## config.mk

```make
export PLATFORM = sky130hd
export DESIGN_NAME = dmem_arbiter_flat
export DESIGN_NICKNAME = d
export VERILOG_FILES = /design/src/rtl/dmem_arbiter_if.sv /design/src/rtl/dmem_arbiter.sv /design/src/flat_wrapper.sv
export SDC_FILE = /design/constraint.sdc
export NUM_CORES = 1
export LEC_CHECK = 0
export CORE_MARGIN = 2
export CORE_UTILIZATION = 36
export DETAILED_ROUTE_END_ITERATION = 10
export PLACE_DENSITY = 0.86
export SYNTH_ARGS = -nofsm -noshare
export SYNTH_HDL_FRONTEND = slang
export SYNTH_SLANG_ARGS = --single-unit
```

## constraint.sdc

```tcl
create_clock -name clk -period 1.3 [get_ports clk]
set_clock_uncertainty 0.1 [all_clocks]
set_input_delay 0.26 -clock clk [delete_from_list [all_inputs] [get_ports clk]]
set_output_delay 0.26 -clock clk [all_outputs]
set_load 0.01 [all_outputs]
```

## src/rtl/dmem_arbiter_if.sv

```systemverilog
// dmem_arbiter_if: one requester's bus into the data-RAM arbiter
//   req, we, addr, wdata, func3 : requester -> arbiter (hold req until ready)
//   ready, err, rdata           : arbiter -> requester (ready is a 1-cycle pulse)
interface dmem_arbiter_if;
    logic        req;
    logic        we;
    logic [31:0] addr;
    logic [31:0] wdata;
    logic [2:0]  func3;
    logic        ready;
    logic        err;
    logic [31:0] rdata;
    modport master (output req, we, addr, wdata, func3, input ready, err, rdata);
    modport slave  (input req, we, addr, wdata, func3, output ready, err, rdata);
endinterface

```

## src/rtl/dmem_arbiter.sv

```systemverilog
// dmem_arbiter: round-robin two-port arbiter and IDLE/ACCESS/RESP sequencer for the data RAM
//   clk, reset      : clock, synchronous active-high reset
//   m0, m1          : requester buses (m0 = CPU, m1 = debug/DMA loader)
//   busy            : transaction in ACCESS or RESP
//   ram_we/addr/wData/func3 : RAM command, driven from the latched command register
//   ram_rData       : combinational RAM read data, already extended per func3
module dmem_arbiter #(
    parameter int MEM_BYTES = 64
) (
    input  logic                 clk,
    input  logic                 reset,
    dmem_arbiter_if.slave        m0,
    dmem_arbiter_if.slave        m1,
    output logic                 busy,
    output logic                 ram_we,
    output logic [31:0]          ram_addr,
    output logic [31:0]          ram_wData,
    output logic [2:0]           ram_func3,
    input  logic [31:0]          ram_rData
);
    typedef enum logic [1:0] {IDLE, ACCESS, RESP} state_t;
    state_t      state;
    logic        cmd_we;
    logic        err_q;
    logic        owner;
    logic        last_gnt;
    logic        sel1;
    logic        n_we;
    logic        n_err;
    logic [31:0] n_addr;
    logic [31:0] n_wdata;
    logic [2:0]  n_f3;
    logic [31:0] rd;
    // on a tie the port that did not win last time is served
    assign sel1    = m1.req & (~m0.req | ~last_gnt);
    assign n_we    = sel1 ? m1.we    : m0.we;
    assign n_addr  = sel1 ? m1.addr  : m0.addr;
    assign n_wdata = sel1 ? m1.wdata : m0.wdata;
    assign n_f3    = sel1 ? m1.func3 : m0.func3;
    // f3[1:0]==11 covers 011/111; f3[2] on a store covers 100/101
    assign n_err = (n_addr >= 32'(MEM_BYTES)) | (n_f3[1:0] == 2'b11) | (n_f3 == 3'b110)
                 | (n_we & n_f3[2]) | ((n_f3[1:0] == 2'b01) & n_addr[0])
                 | ((n_f3[1:0] == 2'b10) & (n_addr[1:0] != 2'b00));
    assign rd     = (~cmd_we & ~err_q) ? ram_rData : 32'd0;
    assign busy   = state != IDLE;
    assign ram_we = (state == ACCESS) & cmd_we & ~err_q;
    always_ff @(posedge clk) begin
        if (reset) begin
            state     <= IDLE;
            last_gnt  <= 1'b1;
            owner     <= 1'b0;
            cmd_we    <= 1'b0;
            err_q     <= 1'b0;
            ram_addr  <= '0;
            ram_wData <= '0;
            ram_func3 <= '0;
            m0.ready  <= 1'b0;
            m0.err    <= 1'b0;
            m0.rdata  <= '0;
            m1.ready  <= 1'b0;
            m1.err    <= 1'b0;
            m1.rdata  <= '0;
        end else begin
            m0.ready <= 1'b0;
            m0.err   <= 1'b0;
            m1.ready <= 1'b0;
            m1.err   <= 1'b0;
            case (state)
                IDLE: if (m0.req | m1.req) begin
                    state     <= ACCESS;
                    owner     <= sel1;
                    last_gnt  <= sel1;
                    cmd_we    <= n_we;
                    err_q     <= n_err;
                    ram_addr  <= n_addr;
                    ram_wData <= n_wdata;
                    ram_func3 <= n_f3;
                end
                ACCESS: begin
                    state <= RESP;
                    if (owner) begin
                        m1.ready <= 1'b1;
                        m1.err   <= err_q;
                        m1.rdata <= rd;
                    end else begin
                        m0.ready <= 1'b1;
                        m0.err   <= err_q;
                        m0.rdata <= rd;
                    end
                end
                default: state <= IDLE;
            endcase
        end
    end
endmodule

```

## src/flat_wrapper.sv

```systemverilog
// flat-port wrapper written by rule: the top's interface ports become plain ports
module dmem_arbiter_flat 
#(
    parameter int MEM_BYTES = 64
)
  (clk, reset, busy, ram_we, ram_addr, ram_wData, ram_func3, ram_rData, m0_req, m0_we, m0_addr, m0_wdata, m0_func3, m0_ready, m0_err, m0_rdata, m1_req, m1_we, m1_addr, m1_wdata, m1_func3, m1_ready, m1_err, m1_rdata);
  dmem_arbiter_if m0_i ();
  dmem_arbiter_if m1_i ();
  input  logic clk;
  input  logic reset;
  output logic busy;
  output logic ram_we;
  output logic [31:0] ram_addr;
  output logic [31:0] ram_wData;
  output logic [2:0] ram_func3;
  input  logic [31:0] ram_rData;
  input wire logic [$bits(m0_i.req)-1:0] m0_req;
  input wire logic [$bits(m0_i.we)-1:0] m0_we;
  input wire logic [$bits(m0_i.addr)-1:0] m0_addr;
  input wire logic [$bits(m0_i.wdata)-1:0] m0_wdata;
  input wire logic [$bits(m0_i.func3)-1:0] m0_func3;
  output wire logic [$bits(m0_i.ready)-1:0] m0_ready;
  output wire logic [$bits(m0_i.err)-1:0] m0_err;
  output wire logic [$bits(m0_i.rdata)-1:0] m0_rdata;
  input wire logic [$bits(m1_i.req)-1:0] m1_req;
  input wire logic [$bits(m1_i.we)-1:0] m1_we;
  input wire logic [$bits(m1_i.addr)-1:0] m1_addr;
  input wire logic [$bits(m1_i.wdata)-1:0] m1_wdata;
  input wire logic [$bits(m1_i.func3)-1:0] m1_func3;
  output wire logic [$bits(m1_i.ready)-1:0] m1_ready;
  output wire logic [$bits(m1_i.err)-1:0] m1_err;
  output wire logic [$bits(m1_i.rdata)-1:0] m1_rdata;
  assign m0_i.req = m0_req;
  assign m0_i.we = m0_we;
  assign m0_i.addr = m0_addr;
  assign m0_i.wdata = m0_wdata;
  assign m0_i.func3 = m0_func3;
  assign m0_ready = m0_i.ready;
  assign m0_err = m0_i.err;
  assign m0_rdata = m0_i.rdata;
  assign m1_i.req = m1_req;
  assign m1_i.we = m1_we;
  assign m1_i.addr = m1_addr;
  assign m1_i.wdata = m1_wdata;
  assign m1_i.func3 = m1_func3;
  assign m1_ready = m1_i.ready;
  assign m1_err = m1_i.err;
  assign m1_rdata = m1_i.rdata;
  dmem_arbiter #(.MEM_BYTES(MEM_BYTES)) u_core (.clk(clk), .reset(reset), .m0(m0_i), .m1(m1_i), .busy(busy), .ram_we(ram_we), .ram_addr(ram_addr), .ram_wData(ram_wData), .ram_func3(ram_func3), .ram_rData(ram_rData));
endmodule
```

* Yosys cells after proc, flatten, opt, wreduce, memory -nomap -nowiden
Cells that the tools add are included.
** Storage, ports and cells
- Bits in registers :: 141
- Input port bits :: 172
** Cells by class
- Mux-type cells :: 9
- Order comparisons :: 1
- Equality and inequality tests :: 6
- Reductions and logical operators :: 9
- Bitwise gates (word level) :: 20
** Operator list (number)
- $mux W32 :: 3
- $ge A32 B7 Y1 const B :: 1
- $and A1 B1 Y1 :: 7
- $or A1 B1 Y1 :: 7
- $not A1 Y1 :: 6
- $reduce_and A2 Y1 :: 3
- $reduce_or A3 Y1 :: 2
- $eq A2 B1 Y1 const B :: 2
- $eq A2 B2 Y1 const B :: 2
- $pmux W2 S2 :: 1
- $reduce_bool A2 Y1 :: 2
- $eq A3 B3 Y1 const B :: 1
- $mux W1 :: 3
- $mux W3 :: 1
- $logic_not A2 Y1 :: 1
- $mux W2 :: 1
- $ne A2 B1 Y1 const B :: 1
- $reduce_or A2 Y1 :: 1

* Logic depth before layout (Yosys ltp)
Gate-level depths: netlist (run 1).
- Word-level depth :: 10
- Depth in mapped cells :: 6
- Depth with buffers taken out :: 4

* Worst setup path after synthesis (run 1)
Ideal clock, no wire load.
- Kind :: register to register
- Start :: reg u_core.state[1]
- End :: reg u_core.ram_wData[13]
- Stages on the path, launching flop included :: 6
- Setup time :: 0.146 ns
- Arrival :: 1.142 ns
- Data required time :: 1.054 ns
- Slack :: -0.088 ns
- Period minus slack after synthesis :: 1.388 ns
- Path through :: dfxtp_1 -> nor2_2 -> o21a_1 -> buf_2 -> buf_2 -> a211oi_2
** On the way
- Cells in the longest elaborated chain, start to end :: 2
** RTL lines
- start: declaration :: line dmem_arbiter.sv:22 : state_t state;
- start signal: assignment :: line dmem_arbiter.sv:49 : state <= IDLE;
- start signal: assignment :: line dmem_arbiter.sv:70 : state <= ACCESS;
- start signal: assignment :: line dmem_arbiter.sv:80 : state <= RESP;
- $logic_not A2 Y1 :: line dmem_arbiter.sv:68 : case (state)
- $reduce_and A2 Y1 (no source line)
- end signal: assignment :: line dmem_arbiter.sv:76 : ram_wData <= n_wdata;
- end: declaration :: line dmem_arbiter.sv:17 : output logic [31:0] ram_wData,
Every way passes these cells.
A chain may end at the register's enable or synchronous reset.

* Worst setup path in the final report (run 1)
- Start :: reg u_core.state[1]
- End :: out ram_we
** On the way
- Cells in the longest elaborated chain, start to end :: 3
** RTL lines
- $eq A2 B1 Y1 :: line dmem_arbiter.sv:46 : assign ram_we = (state == ACCESS) & cmd_we & ~err_q;
- $and A1 B1 Y1 (2 in a row) :: line dmem_arbiter.sv:46
- end: declaration :: line flat_wrapper.sv:12 : output logic ram_we;
Every way passes these cells.

==> impl_metrics.ini, run 1 <==
[run_status]
run_status = finished with violations
violated_checks = negative setup slack

[yosys]
synth.yosys.seq_area_share_pct = 47.2
synth_top_area_share_pct = 47.2
yosys_warnings = 0
post_synth_inst_count = 651
netlist_area_mm2 = 0.00598
synth_area_leader_cell = sky130_fd_sc_hd__dfxtp_1
ys_seq_elements = 141
mappedNetlistNets = 823
synth.distinct_cells = 31
syn_area_per_cell_um2 = 9.18
post_synth_main_area_contributors = sky130_fd_sc_hd__dfxtp_1 47%, sky130_fd_sc_hd__mux2i_1 11%, sky130_fd_sc_hd__a211oi_2 5.9%

[routing]
final_ant_viol_nets = 0
route.vias.total = 7303
drt_first_pass_iters = 5
route.detailed.wl_per_inst_um = 23.5
drt_first_iter_violations = 469
avgViaCountPerCell = 5.66
drcViolationCount = 0
finalWirelength_mm = 30.3

[clock_tree]
tritoncts_clock_tree = yes
cts-hold-fix-buffers = 0
ctsHtreeMaxLevel = 4
buffer_cell_driving_the_clock_tree_root = sky130_fd_sc_hd__clkbuf_16
cts.sink_count = 141
clockBufferDepth = 2
clk-insertion-delay-late_ns = 0.41
cts_inserted_buffers = 17
clkTransAtPathRegs_ns = 0.06

[die]
initial_core_util_pct = 36.4
core_mm2 = 0.0164
floorplan.die.height_um = 133
number_of_placement_rows = 47
dieWidth_um = 133
io_pins = 309
die_area_mm2 = 0.0176

[timing]
finalWorstPathRequiredPeriod_ns = 1.67
post-route-worst-setup-slack_ns = -0.367
fmaxAchievable_ghz = 0.600
rsz_0062_raised_after_global_routing = true
finalSetupViolations = 140
final_max_slew_viol_count = 0
slew_headroom_pct = 68.7
transition_time_at_the_pin_with_the_least_slew_margin_ns = 0.465
fin_crit_sh_pct = 128
count_of_final_hold_check_violations = 0

[placed_design]
hpwl_reported_at_the_end_of_detailed_placement_mm = 15.6
io_buffer_count = 308
gpl.final_weighted_congestion = 0.925
placed_cells = 1190

[worst_setup_path]
critPathKind = flip-flop to primary output
critPathRequiredTime_ns = 0.94
cp_max_fo = 2
crit_path_start_kind = flip-flop
timing.critical_path.arrival_ns = 1.31
critical-path-slowest-cell = sky130_fd_sc_hd__dfxtp_2
critical_path_cell_sequence = nand2b_4 > nor3b_4 > buf_6
critical_path.max_stage_delay_ns = 0.33
worst_setup_path_end_kind = primary output

[grt]
grt.overflow.total = 0
antenna_found_initial = 2
number_of_global_route_vias_before_repair = 7281
grt_usage_pct = 29.6
grt_start_max_net_pins = 50
grt_first_pass_wirelength_mm = 40.5

[pwr]
power_leakage_nw = 4.78
pwr-share-comb_pct = 29.3
switching_portion_of_total_power_pct = 29.7
internal_cell_power_mw = 10.4
power_frac_clock_pct = 37.2
cellPowerDensity_mw_per_mm2 = 1230
netSwitchingPower_mw = 4.39
peakVddDrop_v = 0.000859
power_frac_seq_pct = 33.5

[hold_path]
min_path_type = input port to flip-flop

[final_layout]
mostFrequentLayoutCell = sky130_fd_sc_hd__clkdlybuf4s50_1
final_layout_size_suffix_gt1_share_pct = 52.7
commonest_cells_after_routing_fill_and_taps_aside = 166 x sky130_fd_sc_hd__clkdlybuf4s50_1, 114 x sky130_fd_sc_hd__buf_2, 86 x sky130_fd_sc_hd__dfxtp_1
finished_core_util_pct = 73.1
post_layout_nonfiller_instances = 1290
area_delta_synth_final_pct = 101
fin_nets = 1227

[run]
cap_violations = 0
## cell usage after synthesis
library cell / number
sky130_fd_sc_hd__a211oi_1: 42
sky130_fd_sc_hd__nor3b_1: 1
sky130_fd_sc_hd__nand3b_1: 1
sky130_fd_sc_hd__dfxtp_1: 141
sky130_fd_sc_hd__buf_12: 5
sky130_fd_sc_hd__nand3_1: 65
sky130_fd_sc_hd__inv_1: 2
sky130_fd_sc_hd__a21oi_1: 65
sky130_fd_sc_hd__a21boi_2: 1
sky130_fd_sc_hd__nor2_2: 1
sky130_fd_sc_hd__buf_2: 29
sky130_fd_sc_hd__nor3_1: 1
sky130_fd_sc_hd__and2_1: 1
sky130_fd_sc_hd__o21a_1: 1
sky130_fd_sc_hd__nand2b_1: 3
sky130_fd_sc_hd__nor2b_1: 1
sky130_fd_sc_hd__o21ai_0: 1
sky130_fd_sc_hd__nor2_1: 77
sky130_fd_sc_hd__nor4_1: 14
sky130_fd_sc_hd__o211ai_1: 1
sky130_fd_sc_hd__buf_6: 1
sky130_fd_sc_hd__clkbuf_1: 19
sky130_fd_sc_hd__buf_1: 2
sky130_fd_sc_hd__nand4_1: 3
sky130_fd_sc_hd__nand2_1: 71
sky130_fd_sc_hd__a211oi_2: 28
sky130_fd_sc_hd__buf_8: 2
sky130_fd_sc_hd__mux2i_1: 68
sky130_fd_sc_hd__o2111ai_1: 1
sky130_fd_sc_hd__o41ai_1: 2
sky130_fd_sc_hd__buf_4: 1
## timing repair
action | 4_1_cts | 5_1_grt
gates resized for setup | 733 | 183
gates cloned | 18 | 13
pin swaps | 80 | 58
hold endpoints to repair | 0 | 0
setup buffers | 29 | 16
endpoints found under the setup margin | 272 | 164
## worst paths after layout
kind         cells after the start           startpoint                   to  slack, ns
max                              3      u_core.state[1]               ram_we      -0.37
min                              2                reset      u_core.state[0]       0.12
max reg2reg                      7      u_core.state[1]  u_core.ram_addr[17]      -0.29
min reg2reg                      2  u_core.m0.rdata[28]  u_core.m0.rdata[28]       0.35
## power groups by stage
| stage | Combinational, mW | Sequential [mW] | Clock [mW] |
|---|---|---|---|
| detailed placement | 2.94 | 4.92 | 0 |
| global placement | 2.89 | 4.91 | 0 |
| floorplan | 1.18 | 5.04 | 0 |
| global route | 4.49 | 4.97 | 5.71 |
| finish | 4.33 | 4.95 | 5.48 |
| CTS | 3.58 | 4.85 | 5.46 |
## flip-flops by register name, indices dropped and copies added, names as in the netlist
| signal | count |
|---|---|
| u_core.err_q | 1 |
| u_core.ram_wData | 32 |
| u_core.m0.rdata | 32 |
| u_core.m1.rdata | 32 |
| u_core.cmd_we | 1 |
| u_core.m0.ready | 1 |
| u_core.owner | 1 |
| u_core.m1.err | 1 |
| u_core.ram_addr | 32 |
| u_core.ram_func3 | 3 |
| u_core.m0.err | 1 |
| u_core.last_gnt | 1 |
| u_core.state | 2 |
| u_core.m1.ready | 1 |
## area by class of cell
| class | count | area, um2 |
|---|---|---|
| diodes | 2 | 5.00 |
| repair buffers | 444 | 4420 |
| clock inverters | 13 | 214 |
| inverters | 2 | 7.51 |
| fillers | 1030 | 4420 |
| clock buffers | 19 | 433 |
| multi-input cells | 449 | 3730 |
| well taps | 220 | 275 |
| flip-flops and latches | 141 | 2900 |
## logic make-up after synthesis
| logic type | share of synthesized area (%) |
|---|---|
| AO/OA/AOI/OAI | 17.5 |
| buffers and inverters | 6.36 |
| flip-flops | 47.2 |
| multiplexers | 11.4 |
| AND/OR/NAND/NOR | 17.5 |
## per-layer routing
layer,vias up,track usage [%],part of all wire [%]
li1,3150,-,-
met1,3544,33.1,37
met2,463,50.4,49
met3,146,7.97,7.8
met4,0,17.9,5.7
met5,-,0,0
## critical path, delay by kind of cell (launching register included)
| family | cells | cell delay [ns] |
|---|---|---|
| and+or+nand+nor | 2 | 0.40 |
| DFF | 1 | 0.33 |
| buffers and inverters | 1 | 0.15 |
## stage by stage
stage                     hold WS (ns)  setup slack [ns]  power, mW  cell area, um2  setup TNS [ns]
after floorplan                  0.308           -0.0111       6.22            6010          -0.454
after global placement           0.340            -0.646       7.80            9660          -41.56
after detailed placement         0.346            -0.677       7.86            9660          -45.78
after CTS                       0.0916            -0.293       13.9           11000          -23.36
after global routing             0.108            -0.387       15.2           12000          -34.45
final                            0.125            -0.367       14.8           12000          -26.88
Power figures use the tool's default switching activity.
==> run 2, diff against run 1 <==
--- a/config.mk
+++ b/config.mk
@@ -5,10 +5,10 @@
 export SDC_FILE = /design/constraint.sdc
 export NUM_CORES = 1
 export LEC_CHECK = 0
-export CORE_MARGIN = 2
 export CORE_UTILIZATION = 36
 export DETAILED_ROUTE_END_ITERATION = 10
 export PLACE_DENSITY = 0.86
+export SLEW_MARGIN = 20
 export SYNTH_ARGS = -nofsm -noshare
 export SYNTH_HDL_FRONTEND = slang
 export SYNTH_SLANG_ARGS = --single-unit
==> impl_metrics.ini, run 2 (same netlist as run 1, synthesis figures left out) <==
[grt]
antenna_found_initial = 2
met2_usage_pct = 45.8
grt.overflow.total = 0
grt_start_max_net_pins = 48
number_of_global_route_vias_before_repair = 6388
grt_busiest_layer = met2
groute.layer.met3.usage_pct = 8.71
grt_use_met1_pct = 29.6
grt_first_pass_wirelength_mm = 34.4
grt_usage_pct = 26.8

[routing]
finalWirelength_mm = 32.0
final_ant_viol_nets = 0
route.vias.total = 7353
avgViaCountPerCell = 5.73
route.detailed.wl_per_inst_um = 24.9
drt_first_iter_violations = 505
drt_first_pass_iters = 5
drcViolationCount = 0

[die]
number_of_placement_rows = 46
die_area_mm2 = 0.0171
dieWidth_um = 131
core_mm2 = 0.0161
io_pins = 309
floorplan.die.height_um = 131
initial_core_util_pct = 37.2

[run]
cap_violations = 0

[pwr]
peakVddDrop_v = 0.000816
p_total_mw = 14.4
power_leakage_nw = 4.76
cellPowerDensity_mw_per_mm2 = 1170

[clock_tree]
clockBufferDepth = 2
clk-insertion-delay-late_ns = 0.42
cts_inserted_buffers = 17
clkTransAtPathRegs_ns = 0.07
buffer_cell_driving_the_clock_tree_root = sky130_fd_sc_hd__clkbuf_16
cts.sink_count = 141
cts-hold-fix-buffers = 0
tritoncts_clock_tree = yes
ctsHtreeMaxLevel = 4

[placed_design]
io_buffer_count = 308
gpl.final_weighted_congestion = 0.793
post_dp_cell_area_mm2 = 0.00963
placed_cells = 1176
hpwl_reported_at_the_end_of_detailed_placement_mm = 14.9

[worst_setup_path]
critPathRequiredTime_ns = 1.50
timing.critical_path.arrival_ns = 2.67
critical-path-slowest-cell = sky130_fd_sc_hd__nor4_1
critical_path.max_stage_delay_ns = 1.05
critPathKind = input port to flip-flop
cp_max_fo = 2
worst_setup_path_end_kind = flip-flop
critical_path_cell_sequence = clkdlybuf4s50_1 > nor4_1 > nand4_1 > nor4_2 > nor4_2
crit_path_start_kind = input port
cp_common_cell = sky130_fd_sc_hd__nor4_2

[timing]
count_of_final_hold_check_violations = 0
transition_time_at_the_pin_with_the_least_slew_margin_ns = 1.25
rsz_0062_raised_after_global_routing = true
finalWorstPathRequiredPeriod_ns = 2.47
slew_headroom_pct = 16.1
post-route-worst-setup-slack_ns = -1.17
fmaxAchievable_ghz = 0.404
final_max_slew_viol_count = 0
finalSetupViolations = 144
fin_crit_sh_pct = 190
worst_hold_slack_ns = 0.0531

[final_layout]
mostFrequentLayoutCell = sky130_fd_sc_hd__clkdlybuf4s50_1
final_layout_size_suffix_gt1_share_pct = 54.0
post_layout_nonfiller_instances = 1284
fin_nets = 1227
finished_core_util_pct = 76.5
insertedDiodeCount = 0
multi_input_gate_area_in_the_final_layout_mm2 = 0.00405
area_delta_synth_final_pct = 105
fillers = 933
regArea_mm2 = 0.00288
commonest_cells_after_routing_fill_and_taps_aside = 168 x sky130_fd_sc_hd__clkdlybuf4s50_1, 123 x sky130_fd_sc_hd__buf_2, 98 x sky130_fd_sc_hd__dfxtp_1
final_design_area_no_fill_mm2 = 0.0123

[run_status]
violated_checks = negative setup slack
run_status = finished with violations

[hold_path]
min_path_type = input port to flip-flop
-- run 2: worst paths after layout --
kind	to	depth (start not counted)	startpoint	slack [ns]
max	u_core.err_q	5	m0_addr[29]	-1.17
min	u_core.err_q	2	reset	0.05
max reg2reg	u_core.err_q	7	u_core.state[1]	-0.37
min reg2reg	u_core.m1.rdata[31]	2	u_core.m1.rdata[31]	0.35
-- run 2: layout make-up --
cell class | count | area share [%]
clock buffer | 20 | 3.56
clock inverter | 12 | 1.14
inverter | 2 | 0.0815
multi-input combinational | 450 | 33.0
sequential | 141 | 23.5
tap | 216 | 2.20
timing repair buffer | 443 | 36.5
-- run 2: report_power, final --
part	internal, mW	switching [mW]	total (mW)
sequential	4.68	0.239	4.91
clock	2.85	2.08	4.93
combinational	2.34	2.20	4.54
-- run 2: metrics by stage --
stage	worst slack, ns	TNS (ns)
floorplan	-0.0111	-0.454
global placement	-0.585	-44.04
detailed placement	-0.663	-48.56
CTS	-0.319	-24.06
global route	-1.24	-42.42
finish	-1.17	-35.73
-- run 2: worst max-delay path, delay by kind of cell --
family | cells | cell delay, ns
simple gates | 4 | 1.94
buf+inv | 1 | 0.47
-- run 2: metal layers --
metal / up-vias / wire, um
met5: - / 9
met3: 156 / 3180
met1: 3544 / 11800
li1: 3163 / -
met2: 488 / 15300
met4: 2 / 1750
-- run 2: what timing repair did --
action	4_1_cts	5_1_grt
setup endpoints to repair	274	153
gates cloned	15	28
resized for setup	618	328
buffers inserted	22	23
hold endpoints to repair	0	0
pin swaps	19	145
==> run 3, diff against run 2 <==
--- a/config.mk
+++ b/config.mk
@@ -5,9 +5,11 @@
 export SDC_FILE = /design/constraint.sdc
 export NUM_CORES = 1
 export LEC_CHECK = 0
+export ABC_AREA = 1
 export CORE_UTILIZATION = 36
+export CTS_CLUSTER_SIZE = 28
 export DETAILED_ROUTE_END_ITERATION = 10
-export PLACE_DENSITY = 0.86
+export PLACE_DENSITY = 0.87
 export SLEW_MARGIN = 20
 export SYNTH_ARGS = -nofsm -noshare
 export SYNTH_HDL_FRONTEND = slang
==> impl_metrics.ini, run 3 <==
[run_status]
run_status = finished with violations
violated_checks = negative setup slack

[timing]
fmaxAchievable_ghz = 0.617
finalWorstPathRequiredPeriod_ns = 1.62
final_max_slew_viol_count = 0
transition_time_at_the_pin_with_the_least_slew_margin_ns = 0.448
fin_crit_sh_pct = 125
finalSetupViolations = 142
count_of_final_hold_check_violations = 0
slew_headroom_pct = 70.1
rsz_0062_raised_after_global_routing = true
post-route-worst-setup-slack_ns = -0.321

[routing]
route.detailed.wl_per_inst_um = 20.2
final_ant_viol_nets = 0
drt_first_pass_iters = 5
drcViolationCount = 0
avgViaCountPerCell = 5.42
route.vias.total = 7722
drt_first_iter_violations = 540
finalWirelength_mm = 28.7

[final_layout]
finished_core_util_pct = 77.3
post_layout_nonfiller_instances = 1424
mostFrequentLayoutCell = sky130_fd_sc_hd__clkdlybuf4s50_1
commonest_cells_after_routing_fill_and_taps_aside = 169 x sky130_fd_sc_hd__clkdlybuf4s50_1, 162 x sky130_fd_sc_hd__nand2_1, 111 x sky130_fd_sc_hd__buf_2
area_delta_synth_final_pct = 107
insertedDiodeCount = 0
fin_nets = 1372
final_layout_size_suffix_gt1_share_pct = 48.1

[die]
die_area_mm2 = 0.0165
floorplan.die.height_um = 129
io_pins = 309
dieWidth_um = 129
number_of_placement_rows = 45
initial_core_util_pct = 37.4
core_mm2 = 0.0154

[hold_path]
min-delay-start = m1_wdata[0]
whs_path_depth = 3
min_path_type = input port to flip-flop
min_to = u_core.ram_wData[0]

[pwr]
cellPowerDensity_mw_per_mm2 = 1200
power_leakage_nw = 5.25
peakVddDrop_v = 0.000959
pwr-share-comb_pct = 30.7
power_frac_clock_pct = 33.9
p_total_mw = 14.3
switching_portion_of_total_power_pct = 30.8
power_frac_seq_pct = 35.5
internal_cell_power_mw = 9.87
netSwitchingPower_mw = 4.39

[yosys]
mappedNetlistNets = 967
synth_flop_cell = sky130_fd_sc_hd__dfxtp_1
synth_area_leader_cell = sky130_fd_sc_hd__dfxtp_1
yosysMostFrequentCell = sky130_fd_sc_hd__nand2_1
post_synth_main_area_contributors = sky130_fd_sc_hd__dfxtp_1 49%, sky130_fd_sc_hd__o21ai_0 12%, sky130_fd_sc_hd__nand2_1 11%
async_sr_flop_fraction_pct = 0
synth-edff-count = 0
netlist_top_cells_count = 176 x sky130_fd_sc_hd__nand2_1, 141 x sky130_fd_sc_hd__dfxtp_1, 133 x sky130_fd_sc_hd__o21ai_0
syn_area_per_cell_um2 = 7.25
netlist_area_mm2 = 0.00577
synth.yosys.seq_area_share_pct = 49.0
synth_top_area_share_pct = 49.0
yosys_warnings = 0
post_synth_inst_count = 795
synth.distinct_cells = 17
ys_seq_elements = 141

[worst_setup_path]
worst_setup_path_end_kind = flip-flop
crit_path_start_kind = flip-flop
ff2ff_path_depth = 11
rr_startpoint = u_core.last_gnt
critPathKind = flip-flop to flip-flop
timing.critical_path.arrival_ns = 1.83
r2r-end = u_core.err_q
r2r_slack_ns = -0.32
critPathRequiredTime_ns = 1.51
cp_max_fo = 6

[grt]
antenna_found_initial = 0
grt_usage_pct = 30.6
number_of_global_route_vias_before_repair = 7305
grt_start_max_net_pins = 62
grt_first_pass_wirelength_mm = 38.8
grt.overflow.total = 0

[placed_design]
io_buffer_count = 308
placed_cells = 1329
gpl.final_weighted_congestion = 0.943
hpwl_reported_at_the_end_of_detailed_placement_mm = 15.3

[clock_tree]
clk-insertion-delay-late_ns = 0.42
ctsHtreeMaxLevel = 4
tritoncts_clock_tree = yes
cts.sink_count = 141
buffer_cell_driving_the_clock_tree_root = sky130_fd_sc_hd__clkbuf_16
cts_inserted_buffers = 17
clkTransAtPathRegs_ns = 0.06
clockBufferDepth = 2

[run]
cap_violations = 0
-- run 3: worst max-delay path by stage --
stage               slack (ns)       startpoint      endpoint
finish                   -0.32  u_core.last_gnt  u_core.err_q
detailed placement       -0.75           m0_req  u_core.err_q
floorplan                -0.06  u_core.last_gnt  u_core.err_q
global placement         -0.72           m0_req  u_core.err_q
global route             -0.45  u_core.last_gnt  u_core.err_q
CTS                      -0.27  u_core.last_gnt  u_core.err_q
-- run 3: layout make-up --
type                            instances  area, um2
Timing Repair Buffer                  447       4560
Multi-Input combinational cell        559       3460
Sequential cell                       141       2920
Inverter                               34        140
Clock buffer                           19        433
Clock inverter                         13        140
Tap cell                              211        264
Fill cell                             972       3500
-- run 3: what timing repair did --
action,CTS,global route
endpoints found under the setup margin,274,169
pin swaps,14,51
gates cloned,24,9
hold buffers,0,0
gates resized for setup,758,335
buffers inserted,23,19
-- run 3: metal layers --
layer	global-route usage, %	part of all wire [%]	routed length, um
met1	34.9	38	10900
met2	52.6	49	14000
met3	7.48	7.3	2110
met4	17.2	6.0	1710
met5	0	0	0
-- run 3: kinds of logic after synthesis --
| logic type | share of synthesized area (%) |
|---|---|
| and+or+nand+nor | 22.4 |
| AOI/OAI and AO/OA | 21.1 |
| DFF | 49.0 |
| buffers and inverters | 7.55 |
-- run 3: stage by stage --
| step | instance area (um2) | setup WS (ns) | hold slack (ns) | TNS [ns] |
|---|---|---|---|---|
| floorplan | 5850 | -0.0642 | 0.320 | -0.489 |
| global placement | 9630 | -0.720 | 0.347 | -54.28 |
| detailed placement | 9630 | -0.754 | 0.353 | -57.98 |
| CTS | 10800 | -0.268 | 0.293 | -20.08 |
| global route | 11900 | -0.451 | 0.320 | -33.28 |
| finish | 11900 | -0.321 | 0.309 | -24.45 |
-- run 3: power by group through the flow --
stage          combinational, mW  sequential, mW  clock (mW)
2_1_floorplan               1.07            5.15           0
6_report                    4.37            5.06        4.84
5_1_grt                     4.59            5.09        5.05
3_3_place_gp                3.06            4.99           0
3_5_place_dp                3.10            4.99           0
4_1_cts                     3.70            4.94        4.82
-- run 3: critical path, cell delays in order (launching register included) --
cell and delay, ns:
sky130_fd_sc_hd__dfxtp_2 0.35, sky130_fd_sc_hd__nand2_4 0.10, sky130_fd_sc_hd__nand2_8 0.09, sky130_fd_sc_hd__clkbuf_16 0.17, sky130_fd_sc_hd__nand2_1 0.10, sky130_fd_sc_hd__nand2_1 0.09, sky130_fd_sc_hd__nor2_1 0.13, sky130_fd_sc_hd__nand2_1 0.07
sky130_fd_sc_hd__nand2_1 0.08, sky130_fd_sc_hd__nand3_1 0.08, sky130_fd_sc_hd__nor2_1 0.11, sky130_fd_sc_hd__nor2_1 0.04
